$ cat src/rtl/lane_redraw_sequencer.sv
// Frame-tick driven lane redraw: snapshots the note slots and walks them left to right,
// handing one square-draw request at a time to the 4x4 square drawer.
module lane_redraw_sequencer #(
    parameter int         NUM_SLOTS   = 16,
    parameter int         SLOT_PITCH  = 5,
    parameter logic [7:0] LANE_X0     = 8'd8,
    parameter logic [6:0] LANE_Y      = 7'd56,
    parameter int         ACK_TIMEOUT = 4
) (
    input  logic                   clk,
    input  logic                   reset,
    input  logic                   start,
    input  logic [2*NUM_SLOTS-1:0] slots,
    input  logic                   sq_busy,
    output logic                   sq_go,
    output logic [7:0]             sq_x,
    output logic [6:0]             sq_y,
    output logic [2:0]             sq_colour,
    output logic                   busy,
    output logic                   frame_done
);
    localparam int IDX_W = (NUM_SLOTS > 1) ? $clog2(NUM_SLOTS) : 1;
    localparam int CNT_W = $clog2(ACK_TIMEOUT + 1);
    localparam logic [IDX_W-1:0] LAST_IDX = IDX_W'(NUM_SLOTS - 1);
    localparam logic [CNT_W-1:0] ACK_LAST = CNT_W'(ACK_TIMEOUT - 1);

    typedef enum logic [2:0] {IDLE, ISSUE, WAIT_ACK, WAIT_DONE, DONE} state_t;

    state_t                 state, state_nxt;
    logic [IDX_W-1:0]       idx, idx_nxt;
    logic [2*NUM_SLOTS-1:0] snapshot, snapshot_nxt;
    logic [CNT_W-1:0]       ack_cnt, ack_cnt_nxt;
    logic [1:0]             slot_code;

    function automatic logic [7:0] slot_x(input logic [IDX_W-1:0] i);
        logic [31:0] pos;
        pos = 32'(LANE_X0) + 32'(i) * 32'(SLOT_PITCH);
        return pos[7:0];
    endfunction

    function automatic logic [2:0] colour_map(input logic [1:0] code);
        case (code)
            2'b01:   return 3'b100;
            2'b10:   return 3'b001;
            2'b11:   return 3'b111;
            default: return 3'b000;
        endcase
    endfunction

    always_comb begin
        state_nxt    = state;
        idx_nxt      = idx;
        snapshot_nxt = snapshot;
        ack_cnt_nxt  = '0;
        case (state)
            IDLE: begin
                if (start) begin
                    snapshot_nxt = slots;
                    idx_nxt      = '0;
                    state_nxt    = ISSUE;
                end
            end
            ISSUE: state_nxt = WAIT_ACK;
            WAIT_ACK: begin
                // An acknowledge on the final timeout cycle still wins over a re-issue.
                if (sq_busy)
                    state_nxt = WAIT_DONE;
                else if (ack_cnt == ACK_LAST)
                    state_nxt = ISSUE;
                else
                    ack_cnt_nxt = ack_cnt + 1'b1;
            end
            WAIT_DONE: begin
                if (!sq_busy) begin
                    if (idx == LAST_IDX) begin
                        state_nxt = DONE;
                    end else begin
                        idx_nxt   = idx + 1'b1;
                        state_nxt = ISSUE;
                    end
                end
            end
            DONE:    state_nxt = IDLE;
            default: state_nxt = IDLE;
        endcase
    end

    assign slot_code = snapshot_nxt[{idx_nxt, 1'b0} +: 2];

    // Outputs are registered from the next state so sq_go is high exactly while in ISSUE.
    always_ff @(posedge clk) begin
        if (reset) begin
            state      <= IDLE;
            idx        <= '0;
            snapshot   <= '0;
            ack_cnt    <= '0;
            sq_go      <= 1'b0;
            busy       <= 1'b0;
            frame_done <= 1'b0;
            sq_x       <= LANE_X0;
            sq_y       <= LANE_Y;
            sq_colour  <= 3'b000;
        end else begin
            state      <= state_nxt;
            idx        <= idx_nxt;
            snapshot   <= snapshot_nxt;
            ack_cnt    <= ack_cnt_nxt;
            sq_go      <= (state_nxt == ISSUE);
            busy       <= (state_nxt != IDLE);
            frame_done <= (state_nxt == DONE);
            sq_y       <= LANE_Y;
            if (state_nxt == ISSUE) begin
                sq_x      <= slot_x(idx_nxt);
                sq_colour <= colour_map(slot_code);
            end
        end
    end
endmodule
$ cat config.mk
export PLATFORM = sky130hd
export DESIGN_NAME = lane_redraw_sequencer
export DESIGN_NICKNAME = d
export VERILOG_FILES = /design/src/rtl/lane_redraw_sequencer.sv
export SDC_FILE = /design/constraint.sdc
export NUM_CORES = 1
export LEC_CHECK = 0
export BUFFER_PORTS_ARGS = -buffer_cell sky130_fd_sc_hd__buf_4
export CORE_ASPECT_RATIO = 0.8
export CORE_UTILIZATION = 59
export DETAILED_ROUTE_END_ITERATION = 12
export HOLD_SLACK_MARGIN = 0.12
export MAX_ROUTING_LAYER = met4
export PLACE_DENSITY_LB_ADDON = 0.3
export REMOVE_ABC_BUFFERS = 1
export SLEW_MARGIN = 10
export SYNTH_ARGS = -nofsm -noshare
export SYNTH_HDL_FRONTEND = slang
export SYNTH_SLANG_ARGS = --single-unit
export TNS_END_PERCENT = 30
$ cat constraint.sdc
create_clock -name clk -period 8.75 [get_ports clk]
set_input_delay 1.3125 -clock clk [delete_from_list [all_inputs] [get_ports clk]]
set_output_delay 1.3125 -clock clk [all_outputs]
set_load 0.03 [all_outputs]
==> impl_metrics.env <==
export IMPL_final_common_cell="nand2_1"
export IMPL_numCtsBuffers=5
export IMPL_ys_seq_elements=55
export IMPL_stdcell_area_um2=3136
export IMPL_grt_pass1_vias=2144
export IMPL_combPwrFrac_pct=19.2
export IMPL_layout_nets=405
export IMPL_start_util_pct=63.67
export IMPL_io_buffers=48
export IMPL_worstHoldPathCells=1
export IMPL_grt_overflow_total=0
export IMPL_slowest_delay_ns=0.46
export IMPL_outcome="finished clean"
export IMPL_grt_antenna_before_repair=0
export IMPL_max_freq_mhz=251.7
export IMPL_path_clk_slew_ns=0.09
export IMPL_drt_initial_drc_count=152
export IMPL_internal_power_mw=0.3822
export IMPL_yosysWarnings=0
export IMPL_met1_length_um=2771
export IMPL_holdCritStartpoint="ack_cnt[0]$_SDFF_PP0_"
export IMPL_gp_congestion=0.9255
export IMPL_yosysUniqueCellTypes=61
export IMPL_dp_cells=411
export IMPL_timing_rr_start="idx[0]$_SDFF_PP0_"
export IMPL_synth_edf_count=0
export IMPL_worstPathRequired_ns=8.94
export IMPL_tns_ns=0
export IMPL_vdd_drop_max_v=0.00009505
export IMPL_drcViolationCount=0
export IMPL_layout_cells_non_filler=419
export IMPL_p_sw_mw=0.1545
export IMPL_synth_seq_area_share_pct=39.89
export IMPL_clock_skew_ns=0.009137
export IMPL_regToRegEndpoint="sq_x[5]$_SDFFE_PP0P_"
export IMPL_placementRows=21
export IMPL_cts_max_level=2
export IMPL_yosysTopAreaCellShare_pct=39.89
export IMPL_setup_viol=0
export IMPL_synthToLayoutAreaGrowth_pct=13.60
export IMPL_yosys_top_cells_area="dfxtp_1 40%, nand2_1 11%, a21oi_1 6.3%"
export IMPL_critPathSlowestCell="fa_1"
export IMPL_hold_ws_ns=0.4235
export IMPL_root_buffer="clkbuf_8"
export IMPL_path_max_fanout=37
export IMPL_finish_utilization_pct=72.32
export IMPL_post_cts_setup_buffer_count=0
export IMPL_cts_hold_buffers=0
export IMPL_synth_cells=328
export IMPL_yosys_area_top_type="dfxtp_1"
export IMPL_worstRegToRegCells=13
export IMPL_dpl_cell_area_um2=3032
export IMPL_drv_slew=0
export IMPL_p_clk_share_pct=28.8
export IMPL_p_seq_share_pct=52.0
export IMPL_grt_max_degree=53
export IMPL_totalWireLength_um=5703
export IMPL_firstDrtPassIters=4
export IMPL_crit_top_cell="ha_1"
export IMPL_ant_nets=0
export IMPL_coreArea_um2=4335
export IMPL_highest_signal_layer="met4"
export IMPL_power_density_nw_per_um2=171.2
export IMPL_insertion_delay_ns=0.32
export IMPL_fillCellCount=368
export IMPL_avgViaCountPerCell=5.561
export IMPL_worstMarginPinSlew_ns=0.5996
export IMPL_avgSynthCellArea_um2=8.415
export IMPL_dieArea_um2=4957
export IMPL_power_leakage_nw=1.389
export IMPL_hpwl_um=3938
export IMPL_endpoint_kind="register"
export IMPL_cap_viol_max_count=0
export IMPL_ctsResizeCount=0
export IMPL_cp_start_kind="input port"
export IMPL_max_clock_path_buffers=2
export IMPL_synth_area_um2=2760
export IMPL_hp_class="register to register"
export IMPL_finalHoldViolCount=0
export IMPL_rsz0062_at_grt="false"
export IMPL_dieHeight_um=63.18
export IMPL_synthArstFlopShare_pct=0
export IMPL_die_w_um=78.47
export IMPL_worstPathArrival_ns=4.17
export IMPL_drive_above_1_share_pct=21.27
export IMPL_grt_pass1_wl_um=9791
export IMPL_grt_total_usage_pct=26.03
export IMPL_relSlewSlack_pct=59.60
export IMPL_path_cells="buf_4 > nor4b_4 > buf_4 > a211o_1 > o21a_2 > clkinv_4 > ha_1 > xnor2_1 > ha_1 > a21o_1 > ha_1 > fa_1 > mux2i_1 > nor2_1"
export IMPL_route_met3_wl_um=373
export IMPL_synth_ff_type="dfxtp_1"
export IMPL_cts_sinks=55
export IMPL_antenna_cells=0
export IMPL_min_period_over_period_pct=45.41
export IMPL_crit_type="input port to register"
export IMPL_holdPathEnd="ack_cnt[0]$_SDFF_PP0_"
export IMPL_cpLargestDelayFamily="adder cells"
export IMPL_sw_frac_of_total_pct=28.79
export IMPL_wl_met2_um=2457
export IMPL_path_buf_inv=3
export IMPL_tritoncts="yes"
export IMPL_via_count=2330
export IMPL_io_pins=57
export IMPL_period_minus_slack_ns=3.973
export IMPL_final_cell_mix="81 x nand2_1, 55 x dfxtp_1, 50 x buf_4, 35 x a21oi_1, 26 x nor2_1"
export IMPL_r2r_slack_ns=5.14
export IMPL_wl_per_cell_um=13.61
[synthesized netlist by cell type, types with 2 or more instances]
| cell type | n |
|---|---|
| ha_1 | 7 |
| mux2_2 | 2 |
| nor3_2 | 2 |
| mux2i_1 | 13 |
| nand2b_1 | 2 |
| clkbuf_1 | 14 |
| nor2_1 | 26 |
| and3_1 | 2 |
| mux2_1 | 2 |
| nand3_1 | 3 |
| nand2_1 | 81 |
| a31oi_1 | 2 |
| buf_6 | 4 |
| dfxtp_1 | 55 |
| xnor2_1 | 2 |
| conb_1 | 2 |
| buf_4 | 10 |
| a21oi_1 | 35 |
| o21ai_0 | 3 |
| a211o_1 | 4 |
| a211oi_1 | 2 |
| nand4_1 | 3 |
| o22ai_1 | 4 |
| nor3_1 | 5 |
| o211ai_1 | 3 |
| inv_1 | 5 |
[logic make-up (layout without fill, tap and decap cells)]
family	after synthesis	count (layout)	synth area share (%)
multiplexers	18	18	6.890
AND/OR/NAND/NOR	135	135	23.07
AO/OA/AOI/OAI	70	70	16.82
XOR/XNOR	2	2	0.6347
other	2	8	0.2721
flip-flops	55	55	39.89
buffers and inverters	38	66	8.522
adder cells (fa/ha/maj)	8	8	3.898
[layer usage]
metal,vias up,global-route usage (%)
met2,86,36.95
li1,1175,-
met5,-,-
met1,1056,35.44
met4,0,12.50
met3,13,4.928
[how the worst max path moves through the flow]
stage | slack [ns] | startpoint | cells past startpoint | endpoint
6_report | 4.78 | start | 14 | sq_x[5]$_SDFFE_PP0P_
5_1_grt | 4.52 | start | 14 | sq_x[5]$_SDFFE_PP0P_
4_1_cts | 4.76 | start | 14 | sq_x[5]$_SDFFE_PP0P_
3_5_place_dp | 4.43 | start | 14 | sq_x[5]$_SDFFE_PP0P_
3_3_place_gp | 4.56 | start | 14 | sq_x[5]$_SDFFE_PP0P_
2_1_floorplan | 4.35 | start | 12 | sq_x[5]$_SDFFE_PP0P_
[power by group through the flow]
stage	clock, mW	combinational [mW]	sequential (mW)
after global placement	0	0.101	0.284
after CTS	0.158	0.103	0.279
after detailed placement	0	0.103	0.285
after floorplan	0	0.0547	0.293
after global routing	0.169	0.114	0.282
final	0.154	0.103	0.279
[stage by stage]
step                      worst slack [ns]  power (mW)
after floorplan                      4.348      0.3478
after global placement               4.563      0.3853
after detailed placement             4.434      0.3881
after CTS                            4.763      0.5403
after global routing                 4.520      0.5646
final                                4.777      0.5368
[sequential cells by signal, indices dropped and copies added (netlist names)]
name and flops:
frame_done 1, state 3, ack_cnt 3, sq_go 1, busy 1, sq_x 7, sq_colour 3, snapshot 32
idx 4
[layout make-up]
class | count | area (µm²) | area share (%)
clock buffer | 7 | 96.34 | 3.073
clock inverter | 1 | 7.507 | 0.2394
inverter | 8 | 37.54 | 1.197
multi-input combinational | 241 | 1446 | 46.13
sequential | 55 | 1101 | 35.12
tap | 57 | 71.32 | 2.275
timing repair buffer | 50 | 375.4 | 11.97
No activity file was read; power rests on OpenSTA's default activity.
